[src/rtl/ehl_apb_master.sv]
// APB initiator: one generic-bus request at a time becomes one APB SETUP/ACCESS transfer.
// Optional macro EHL_APB_MASTER_TIMEOUT_EN aborts an ACCESS phase after TIMEOUT wait cycles.
//
// state  | meaning
// IDLE   | no transfer; request accepted here; ack pulses here after a completion
// SETUP  | psel=1, penable=0, one cycle
// ACCESS | psel=1, penable=1, waiting for pready (or timeout when enabled)
module ehl_apb_master #(
  parameter int ADR_WIDTH  = 32,
  parameter int DATA_WIDTH = 32,
  parameter int TIMEOUT    = 255
) (
  input  logic                  pclk,
  input  logic                  presetn,
  input  logic                  req,
  input  logic                  we,
  input  logic [ADR_WIDTH-1:0]  adr,
  input  logic [DATA_WIDTH-1:0] wdata,
  output logic                  busy,
  output logic                  ack,
  output logic [DATA_WIDTH-1:0] rdata,
  output logic                  err,
  output logic [ADR_WIDTH-1:0]  paddr,
  output logic                  pwrite,
  output logic                  psel,
  output logic                  penable,
  output logic [DATA_WIDTH-1:0] pwdata,
  input  logic                  pready,
  input  logic                  pslverr,
  input  logic [DATA_WIDTH-1:0] prdata
);

  typedef enum logic [1:0] {IDLE, SETUP, ACCESS} state_t;
  state_t state;

`ifdef EHL_APB_MASTER_TIMEOUT_EN
  localparam int CW = $clog2(TIMEOUT + 1);
  // Counts down the wait cycles still allowed; terminal count 1 means this is the last one.
  logic [CW-1:0] wait_cnt;
`endif

  always_ff @(posedge pclk or negedge presetn) begin
    if (!presetn) begin
      state   <= IDLE;
      psel    <= 1'b0;
      penable <= 1'b0;
      pwrite  <= 1'b0;
      busy    <= 1'b0;
      ack     <= 1'b0;
      err     <= 1'b0;
      paddr   <= '0;
      pwdata  <= '0;
      rdata   <= '0;
`ifdef EHL_APB_MASTER_TIMEOUT_EN
      wait_cnt <= '0;
`endif
    end else begin
      ack <= 1'b0;
      case (state)
        IDLE: begin
          if (req) begin
            paddr  <= adr;
            pwrite <= we;
            pwdata <= wdata;
            psel   <= 1'b1;
            busy   <= 1'b1;
            state  <= SETUP;
          end
        end
        SETUP: begin
          penable <= 1'b1;
          state   <= ACCESS;
`ifdef EHL_APB_MASTER_TIMEOUT_EN
          wait_cnt <= CW'(TIMEOUT);
`endif
        end
        ACCESS: begin
          if (pready) begin
            psel    <= 1'b0;
            penable <= 1'b0;
            busy    <= 1'b0;
            ack     <= 1'b1;
            err     <= pslverr;
            if (!pwrite) rdata <= prdata;
            state   <= IDLE;
          end
`ifdef EHL_APB_MASTER_TIMEOUT_EN
          else if (wait_cnt == CW'(1)) begin
            psel    <= 1'b0;
            penable <= 1'b0;
            busy    <= 1'b0;
            ack     <= 1'b1;
            err     <= 1'b1;
            state   <= IDLE;
          end else begin
            wait_cnt <= wait_cnt - CW'(1);
          end
`endif
        end
        default: begin
          psel    <= 1'b0;
          penable <= 1'b0;
          busy    <= 1'b0;
          state   <= IDLE;
        end
      endcase
    end
  end

endmodule

[config.mk]
export PLATFORM = sky130hd
export DESIGN_NAME = ehl_apb_master
export DESIGN_NICKNAME = d
export VERILOG_FILES = /design/src/rtl/ehl_apb_master.sv
export SDC_FILE = /design/constraint.sdc
export NUM_CORES = 1
export LEC_CHECK = 0
export CAP_MARGIN = 20
export CORE_UTILIZATION = 39
export CTS_CLUSTER_SIZE = 20
export DETAILED_ROUTE_END_ITERATION = 6
export GPL_ROUTABILITY_DRIVEN = 0
export PLACE_DENSITY = 0.88
export SETUP_SLACK_MARGIN = 0.15
export SYNTH_ARGS = -nofsm -noshare
export SYNTH_HDL_FRONTEND = slang
export SYNTH_SLANG_ARGS = --single-unit
[constraint.sdc]
create_clock -name pclk -period 2 [get_ports pclk]
set_input_delay 0.4 -clock pclk [delete_from_list [all_inputs] [get_ports pclk]]
set_output_delay 0.4 -clock pclk [all_outputs]
set_load 0.1 [all_outputs]
==> results of run 1 <==
## cell type report
cell class	count	area [um2]
Inverter	3	11.3
Clock inverter	3	65.1
Timing Repair Buffer	209	1870
Multi-Input combinational cell	107	1190
Clock buffer	13	159
Tap cell	133	166
Fill cell	754	3680
Sequential cell	103	2580
## layout by cell type, fill, tap and decap left out
cell and instances:
bufinv_16 2, clkbuf_8 11, dlygate4sd3_1 1, dfrtp_1 103
nand3b_4 1, a21o_1 1, clkdlybuf4s50_1 100, buf_12 4
clkinv_2 1, o21ai_0 1, inv_1 3, clkbuf_1 2
nor3_1 1, nor2_4 1, nor3b_4 1, buf_4 104
mux2_1 41, o22ai_1 1, mux2_2 57, a2bb2oi_1 1
o21a_1 1
## per-layer routing
metal / up-vias / global-route usage / share of wire
met1: 1301 / 0.199 / 0.38
li1: 1199 / - / -
met4: 0 / 0.0535 / 0.0089
met5: - / 0 / 0
met3: 9 / 0.0621 / 0.081
met2: 109 / 0.307 / 0.53
## worst max-delay path, delay by kind of cell
kind	cells	cell delay, ns
and+or+nand+nor	1	0.25
buffers and inverters	2	0.77
muxes	1	0.36
## registers in the layout, indices dropped and copies added, names as in the netlist
| name | flops |
|---|---|
| rdata | 32 |
| state | 2 |
| psel | 1 |
| paddr | 32 |
| pwdata | 32 |
| penable | 1 |
| ack | 1 |
| err | 1 |
| pwrite | 1 |
## kinds of logic (layout without fill, tap and decap cells)
kind of cell | after synthesis | count (layout) | synth area share
AND/OR/NAND/NOR | 4 | 4 | 0.0126
flip-flops | 103 | 103 | 0.664
multiplexers | 98 | 98 | 0.284
buffers and inverters | 14 | 228 | 0.0297
AO/OA/AOI/OAI | 5 | 5 | 0.00903
## stage by stage
stage          hold WS [ns]  utilization  instances  worst slack [ns]  area, um2
2_1_floorplan         0.104            -        224             0.260       3880
3_3_place_gp          0.312        0.597        554            0.0866       5810
3_5_place_dp          0.313        0.597        554            0.0362       5810
4_1_cts               0.460        0.621        571             0.423       6040
5_1_grt               0.490        0.621        571             0.351       6040
6_report              0.472        0.621        571             0.404       6040
## path summary, 6_finish.rpt
check / from / endpoint / slack, ns / cells after the start
hold / removal: presetn / paddr[13]$_DFFE_PN0P_ / 0.47 / 2
min in group pclk: penable$_DFFE_PN0P_ / penable$_DFFE_PN0P_ / 0.49 / 1
setup / recovery: req / paddr[17]$_DFFE_PN0P_ / 0.40 / 4
max in group asynchronous: presetn / pwdata[10]$_DFFE_PN0P_ / 0.78 / 3
setup reg to reg: state[0]$_DFFE_PN0P_ / paddr[17]$_DFFE_PN0P_ / 0.44 / 3
hold reg to reg: penable$_DFFE_PN0P_ / penable$_DFFE_PN0P_ / 0.49 / 1
==> impl_results.html, run 1 <==
<table>
<tr><th>Metric</th><th>Value</th></tr>
<tr><th colspan="2">Status</th></tr>
<tr><td>Outcome</td><td>completed</td></tr>
<tr><th colspan="2">Clocking</th></tr>
<tr><td>CTS Buf Count</td><td>9</td></tr>
<tr><td>Deepest clock path buffer count</td><td>2</td></tr>
<tr><td>TritonCTS clock tree</td><td>done</td></tr>
<tr><td>Clock slew at reported path FFs</td><td>0.09 ns</td></tr>
<tr><td>Worst-skew pair later-pin latency</td><td>0.35 ns</td></tr>
<tr><td>Clk sink count</td><td>a little over 100</td></tr>
<tr><td>Maximum level of the CTS H-tree</td><td>3</td></tr>
<tr><td>Total of hold buffers inserted after clock tree synthesis</td><td>1</td></tr>
<tr><td>Post-cts resize count</td><td>0</td></tr>
<tr><td>Number of setup buffers added after CTS</td><td>0</td></tr>
<tr><td>Clock tree root driver cell</td><td>clkbuf_8</td></tr>
<tr><th colspan="2">GRT</th></tr>
<tr><td>GR Overflow Total</td><td>0</td></tr>
<tr><td>Aggregate global-route resource usage</td><td>0.175</td></tr>
<tr><td>Antenna violations before repair</td><td>0</td></tr>
<tr><td>Number of global-route vias before repair</td><td>2740</td></tr>
<tr><td>Global-route wire length before repair</td><td>13.7 mm</td></tr>
<tr><td>Maximum number of pins on one net before global-route repair</td><td>48</td></tr>
<tr><th colspan="2">Yosys</th></tr>
<tr><td>Largest cells by area after synthesis</td><td>dfrtp_1 66%, mux2_2 17%, mux2_1 12%</td></tr>
<tr><td>Number of synthesized register bits</td><td>103</td></tr>
<tr><td>Mapped Avg Cell Area</td><td>17.3 um2</td></tr>
<tr><td>Cell variety after synth</td><td>16</td></tr>
<tr><td>Count of flip-flops with a built-in enable after synthesis</td><td>0</td></tr>
<tr><td>Most used standard cell by instance count after synthesis</td><td>dfrtp_1</td></tr>
<tr><td>Proportion of register bits with asynchronous set or reset after synthesis</td><td>1.00</td></tr>
<tr><td>Dominant synthesized flop cell</td><td>dfrtp_1</td></tr>
<tr><td>Yosys warns</td><td>0</td></tr>
<tr><td>Post-synthesis cell count</td><td>224</td></tr>
<tr><td>Post-synth net total</td><td>326</td></tr>
<tr><td>Synth area leader</td><td>dfrtp_1</td></tr>
<tr><td>Cell area after technology mapping</td><td>between 0.003 and 0.004 mm2</td></tr>
<tr><td>Share of synthesized area occupied by flip-flops and latches</td><td>0.664</td></tr>
<tr><td>Most frequent cells after synthesis</td><td>103 x dfrtp_1, 57 x mux2_2, 41 x mux2_1</td></tr>
<tr><td>Area fraction of the dominant cell type after synthesis</td><td>0.664</td></tr>
<tr><th colspan="2">Setup path</th></tr>
<tr><td>Crit path arrival time</td><td>1.83 ns</td></tr>
<tr><td>Cell with the largest stage delay on the worst path</td><td>clkdlybuf4s50_1</td></tr>
<tr><td>Worst Setup Path Type</td><td>in -&gt; reg</td></tr>
<tr><td>CP startpoint kind</td><td>input port</td></tr>
<tr><td>Delay contributed by the slowest stage of the critical path</td><td>0.49 ns</td></tr>
<tr><td>Peak fanout along the critical path</td><td>47</td></tr>
<tr><td>Critical-path cell list</td><td>clkdlybuf4s50_1, nor3b_4, buf_12, mux2_1</td></tr>
<tr><td>Sort of element at the end of the critical path</td><td>flop</td></tr>
<tr><td>Critical path data required time</td><td>2.23 ns</td></tr>
<tr><th colspan="2">Routing</th></tr>
<tr><td>Detailed Route WL</td><td>8.91 mm</td></tr>
<tr><td>Detail-routed net length per standard cell</td><td>approximately 16 um</td></tr>
<tr><td>Post-route ant nets</td><td>0</td></tr>
<tr><td>Starting DRC count in detailed routing</td><td>32</td></tr>
<tr><td>Total vias in the final route</td><td>2618</td></tr>
<tr><td>Post-detailed-route via-to-cell ratio</td><td>4.58</td></tr>
<tr><td>Count of TritonRoute iterations in the first routing pass</td><td>4</td></tr>
<tr><td>Drt drc</td><td>0</td></tr>
<tr><th colspan="2">STA</th></tr>
<tr><td>Final total negative setup slack</td><td>0 ns</td></tr>
<tr><td>Unrepaired setup endpoints after global routing</td><td>false</td></tr>
<tr><td>Max Clk Rate</td><td>0.627 GHz</td></tr>
<tr><td>Final worst path period need</td><td>1.60 ns</td></tr>
<tr><td>Max-Slew Margin vs Limit</td><td>0.704</td></tr>
<tr><td>Period utilization</td><td>0.798</td></tr>
<tr><td>Final setup violation count</td><td>0</td></tr>
<tr><td>Final count of hold timing violations</td><td>0</td></tr>
<tr><td>Pins Over Slew Limit</td><td>0</td></tr>
<tr><td>Worst-Margin Slew</td><td>about 0.44 ns</td></tr>
<tr><td>Clk_skew</td><td>0.00791 ns</td></tr>
<tr><th colspan="2">Die</th></tr>
<tr><td>Placeable Area</td><td>0.00973 mm2</td></tr>
<tr><td>Horizontal extent of the die</td><td>102 um</td></tr>
<tr><td>Initial core utilization</td><td>0.399</td></tr>
<tr><td>Row count</td><td>36</td></tr>
<tr><td>Number of I/O pins</td><td>204</td></tr>
<tr><td>Die footprint</td><td>0.0104 mm2</td></tr>
<tr><td>Height of the die</td><td>between 100 and 150 um</td></tr>
<tr><th colspan="2">Placed design</th></tr>
<tr><td>Placed wire-length estimate</td><td>6.73 mm</td></tr>
<tr><td>Number of port buffers</td><td>203</td></tr>
<tr><th colspan="2">Hold path</th></tr>
<tr><td>Worst hold-check path type</td><td>in -&gt; async</td></tr>
<tr><th colspan="2">Finish</th></tr>
<tr><td>Diodes inserted</td><td>0</td></tr>
<tr><td>Share of post-route cells with drive strength above 1</td><td>0.416</td></tr>
<tr><td>Layout area overhead</td><td>55.8%</td></tr>
<tr><td>Nets</td><td>approximately 540</td></tr>
<tr><th colspan="2">Job</th></tr>
<tr><td>Number of max-cap violations</td><td>0</td></tr>
</table>
Power of run 1 is left out: the tool's default activity adds up to more than one toggle a clock period on the data nets, which glitch-free logic cannot reach.
==> run 2: changes to the inputs <==
Clock period 2 ns to 1.5 ns, I/O delays scaled along.
==> run 2 against run 1 <==
Against the previous run: first-iteration DRC count rose by 84%; count of clock-buffer cells in the layout did not move; the flow now finishes with violations (setup timing); routed wire length up 47%; final cell count is 4.6% higher; non-clock buffer count up 26.
==> impl_results.html, run 2 (synthesis results as in run 1) <==
<table>
<tr><th>Metric</th><th>Value</th></tr>
<tr><th colspan="2">Status</th></tr>
<tr><td>Outcome</td><td>finished, violations left</td></tr>
<tr><td>Violated checks</td><td>setup timing</td></tr>
<tr><th colspan="2">Clocking</th></tr>
<tr><td>TritonCTS clock tree</td><td>done</td></tr>
<tr><td>Clock slew at reported path FFs</td><td>0.09 ns (about the same)</td></tr>
<tr><td>Maximum level of the CTS H-tree</td><td>3 (unchanged)</td></tr>
<tr><td>Worst-skew pair later-pin latency</td><td>0.36 ns (about the same)</td></tr>
<tr><td>Clk sink count</td><td>103 (unchanged)</td></tr>
<tr><td>CTS Buf Count</td><td>9 (unchanged)</td></tr>
<tr><td>Clock tree root driver cell</td><td>clkbuf_8</td></tr>
<tr><td>Deepest clock path buffer count</td><td>2 (unchanged)</td></tr>
<tr><th colspan="2">Setup path</th></tr>
<tr><td>Delay contributed by the slowest stage of the critical path</td><td>0.43 ns (-0.06 ns)</td></tr>
<tr><td>Critical-path cell list</td><td>nor3b_4, buf_6, buf_6, buf_8, mux2_4</td></tr>
<tr><td>Cell with the largest stage delay on the worst path</td><td>dfrtp_2</td></tr>
<tr><td>CP startpoint kind</td><td>flop</td></tr>
<tr><td>Cell family with the largest share of critical-path delay</td><td>flip-flops</td></tr>
<tr><td>Sort of element at the end of the critical path</td><td>flop</td></tr>
<tr><td>Reg2reg setup slack</td><td>-0.03 ns (-0.47 ns)</td></tr>
<tr><td>Critical path data required time</td><td>1.75 ns (-0.48 ns)</td></tr>
<tr><td>Cell seen most often among critical-path stages</td><td>buf_6</td></tr>
<tr><td>Worst Setup Path Type</td><td>reg -&gt; reg</td></tr>
<tr><td>Peak fanout along the critical path</td><td>7 (-85%)</td></tr>
<tr><td>Crit path arrival time</td><td>1.78 ns (-0.05 ns)</td></tr>
<tr><td>Number of buffer and inverter stages on the critical path</td><td>3 (+1)</td></tr>
<tr><th colspan="2">STA</th></tr>
<tr><td>Worst hold slack</td><td>0.361 ns (-0.111 ns)</td></tr>
<tr><td>Period utilization</td><td>1.02</td></tr>
<tr><td>Final critical-path setup slack</td><td>-0.0280 ns (-0.432 ns)</td></tr>
<tr><td>Unrepaired setup endpoints after global routing</td><td>true</td></tr>
<tr><td>Worst-Margin Slew</td><td>0.264 ns (-0.180 ns)</td></tr>
<tr><td>Clk_skew</td><td>0.00791 ns (-0.00000131 ns)</td></tr>
<tr><td>Pins Over Slew Limit</td><td>0 (unchanged)</td></tr>
<tr><td>Final setup violation count</td><td>14 (+14)</td></tr>
<tr><td>Final count of hold timing violations</td><td>0 (unchanged)</td></tr>
<tr><td>Final worst path period need</td><td>1.53 ns</td></tr>
<tr><td>Final total negative setup slack</td><td>-0.165 ns (-0.165 ns)</td></tr>
<tr><td>Max Clk Rate</td><td>0.654 GHz</td></tr>
<tr><td>Max-Slew Margin vs Limit</td><td>0.824 (+0.120)</td></tr>
<tr><th colspan="2">Placed design</th></tr>
<tr><td>Instance area at placement</td><td>0.00717 mm2 (+23%)</td></tr>
<tr><td>Number of port buffers</td><td>203 (unchanged)</td></tr>
<tr><td>Placed wire-length estimate</td><td>8.38 mm (+25%)</td></tr>
<tr><th colspan="2">Routing</th></tr>
<tr><td>Post-route ant nets</td><td>0 (unchanged)</td></tr>
<tr><td>Drt drc</td><td>0 (unchanged)</td></tr>
<tr><td>Total vias in the final route</td><td>2875 (+9.8%)</td></tr>
<tr><td>Count of TritonRoute iterations in the first routing pass</td><td>4 (unchanged)</td></tr>
<tr><td>Post-detailed-route via-to-cell ratio</td><td>4.82 (+5.0%)</td></tr>
<tr><td>Detailed Route WL</td><td>13.1 mm (+47%)</td></tr>
<tr><td>Detail-routed net length per standard cell</td><td>21.9 um (+41%)</td></tr>
<tr><td>Starting DRC count in detailed routing</td><td>59 (+84%)</td></tr>
<tr><th colspan="2">Finish</th></tr>
<tr><td>Layout area overhead</td><td>105%</td></tr>
<tr><td>Combined area of the multi-input logic cells</td><td>0.00145 mm2 (+22%)</td></tr>
<tr><td>Nets</td><td>561 (+4.9%)</td></tr>
<tr><td>Diodes inserted</td><td>0 (unchanged)</td></tr>
<tr><td>Number of inserted filler cells in the final layout</td><td>504 (-33%)</td></tr>
<tr><td>Footprint of the flip-flops and latches</td><td>0.00258 mm2 (+0.24%)</td></tr>
<tr><td>Share of post-route cells with drive strength above 1</td><td>0.526 (+0.110)</td></tr>
<tr><td>Most frequent standard cell in the layout excluding fill and tap cells</td><td>buf_12</td></tr>
<tr><td>Highest-count cells in the layout ignoring fill and taps</td><td>106 x buf_12, 100 x dfrtp_1, 100 x clkdlybuf4s50_1</td></tr>
<tr><td>Top flop regs</td><td>paddr (32), pwdata (32), rdata (32)</td></tr>
<tr><td>Layout Cell Area excl Fill</td><td>0.00797 mm2 (+32%)</td></tr>
<tr><th colspan="2">Die</th></tr>
<tr><td>Number of I/O pins</td><td>204 (unchanged)</td></tr>
<tr><td>Horizontal extent of the die</td><td>102 um (unchanged)</td></tr>
<tr><td>Height of the die</td><td>102 um (unchanged)</td></tr>
<tr><td>Row count</td><td>36 (unchanged)</td></tr>
<tr><td>Die footprint</td><td>0.0104 mm2 (unchanged)</td></tr>
<tr><td>Initial core utilization</td><td>0.399 (unchanged)</td></tr>
<tr><td>Placeable Area</td><td>0.00973 mm2 (unchanged)</td></tr>
<tr><th colspan="2">GRT</th></tr>
<tr><td>Aggregate global-route resource usage</td><td>0.234 (+0.0590)</td></tr>
<tr><td>Antenna violations before repair</td><td>0 (unchanged)</td></tr>
<tr><td>Number of global-route vias before repair</td><td>3340 (+22%)</td></tr>
<tr><td>Maximum number of pins on one net before global-route repair</td><td>42 (-13%)</td></tr>
<tr><td>GR Overflow Total</td><td>0 (unchanged)</td></tr>
<tr><td>Global-route wire length before repair</td><td>17.6 mm (+29%)</td></tr>
<tr><th colspan="2">Hold path</th></tr>
<tr><td>Worst hold-check path type</td><td>in -&gt; async</td></tr>
<tr><th colspan="2">Job</th></tr>
<tr><td>Number of max-cap violations</td><td>0 (unchanged)</td></tr>
</table>
## run 2: area by class of cell
| cell class | count | area share |
|---|---|---|
| timing repair buffer | 235 | 0.446 |
| sequential | 103 | 0.324 |
| multi-input combinational | 107 | 0.182 |
| tap | 133 | 0.0209 |
| clock buffer | 13 | 0.0199 |
| clock inverter | 3 | 0.00534 |
| inverter | 3 | 0.00141 |
## run 2: path summary, 6_finish.rpt
| check | cells past startpoint | endpoint | startpoint |
|---|---|---|---|
| hold / removal | 2 | paddr[4]$_DFFE_PN0P_ | presetn |
| min in group pclk | 2 | paddr[25]$_DFFE_PN0P_ | adr[25] |
| setup / recovery | 5 | pwdata[12]$_DFFE_PN0P_ | state[1]$_DFFE_PN0P_ |
| setup reg to reg | 5 | pwdata[12]$_DFFE_PN0P_ | state[1]$_DFFE_PN0P_ |
| hold reg to reg | 1 | penable$_DFFE_PN0P_ | penable$_DFFE_PN0P_ |
| max in group asynchronous | 3 | paddr[12]$_DFFE_PN0P_ | presetn |
## run 2: what timing repair did
item	4_1_cts	5_1_grt
resized for setup	29	55
endpoints found under the setup margin	100	100
hold endpoints to repair	15	0
setup buffers	9	0
gates cloned	4	5
pin swaps	2	0
hold buffers	1	0
## run 2: worst reg2reg max path: cells and delay by family (launching register included)
kind          cells  cell delay [ns]
simple gates      1             0.28
mux               1             0.31
buf+inv           3             0.39
flops             1             0.43
## run 2: per-stage QoR
stage | std cells | util | worst slack, ns
after floorplan | 224 | - | 0.0766
after global placement | 562 | 0.737 | -0.321
after detailed placement | 562 | 0.737 | -0.393
after CTS | 592 | 0.787 | 0.00446
after global routing | 597 | 0.819 | -0.0959
final | 597 | 0.819 | -0.0280
## run 2: layer usage
metal,global-route usage,share of wire
met1,0.245,0.35
met2,0.418,0.52
met3,0.0945,0.096
met4,0.0903,0.031
met5,0,0
Power of run 2 is left out for the same reason.
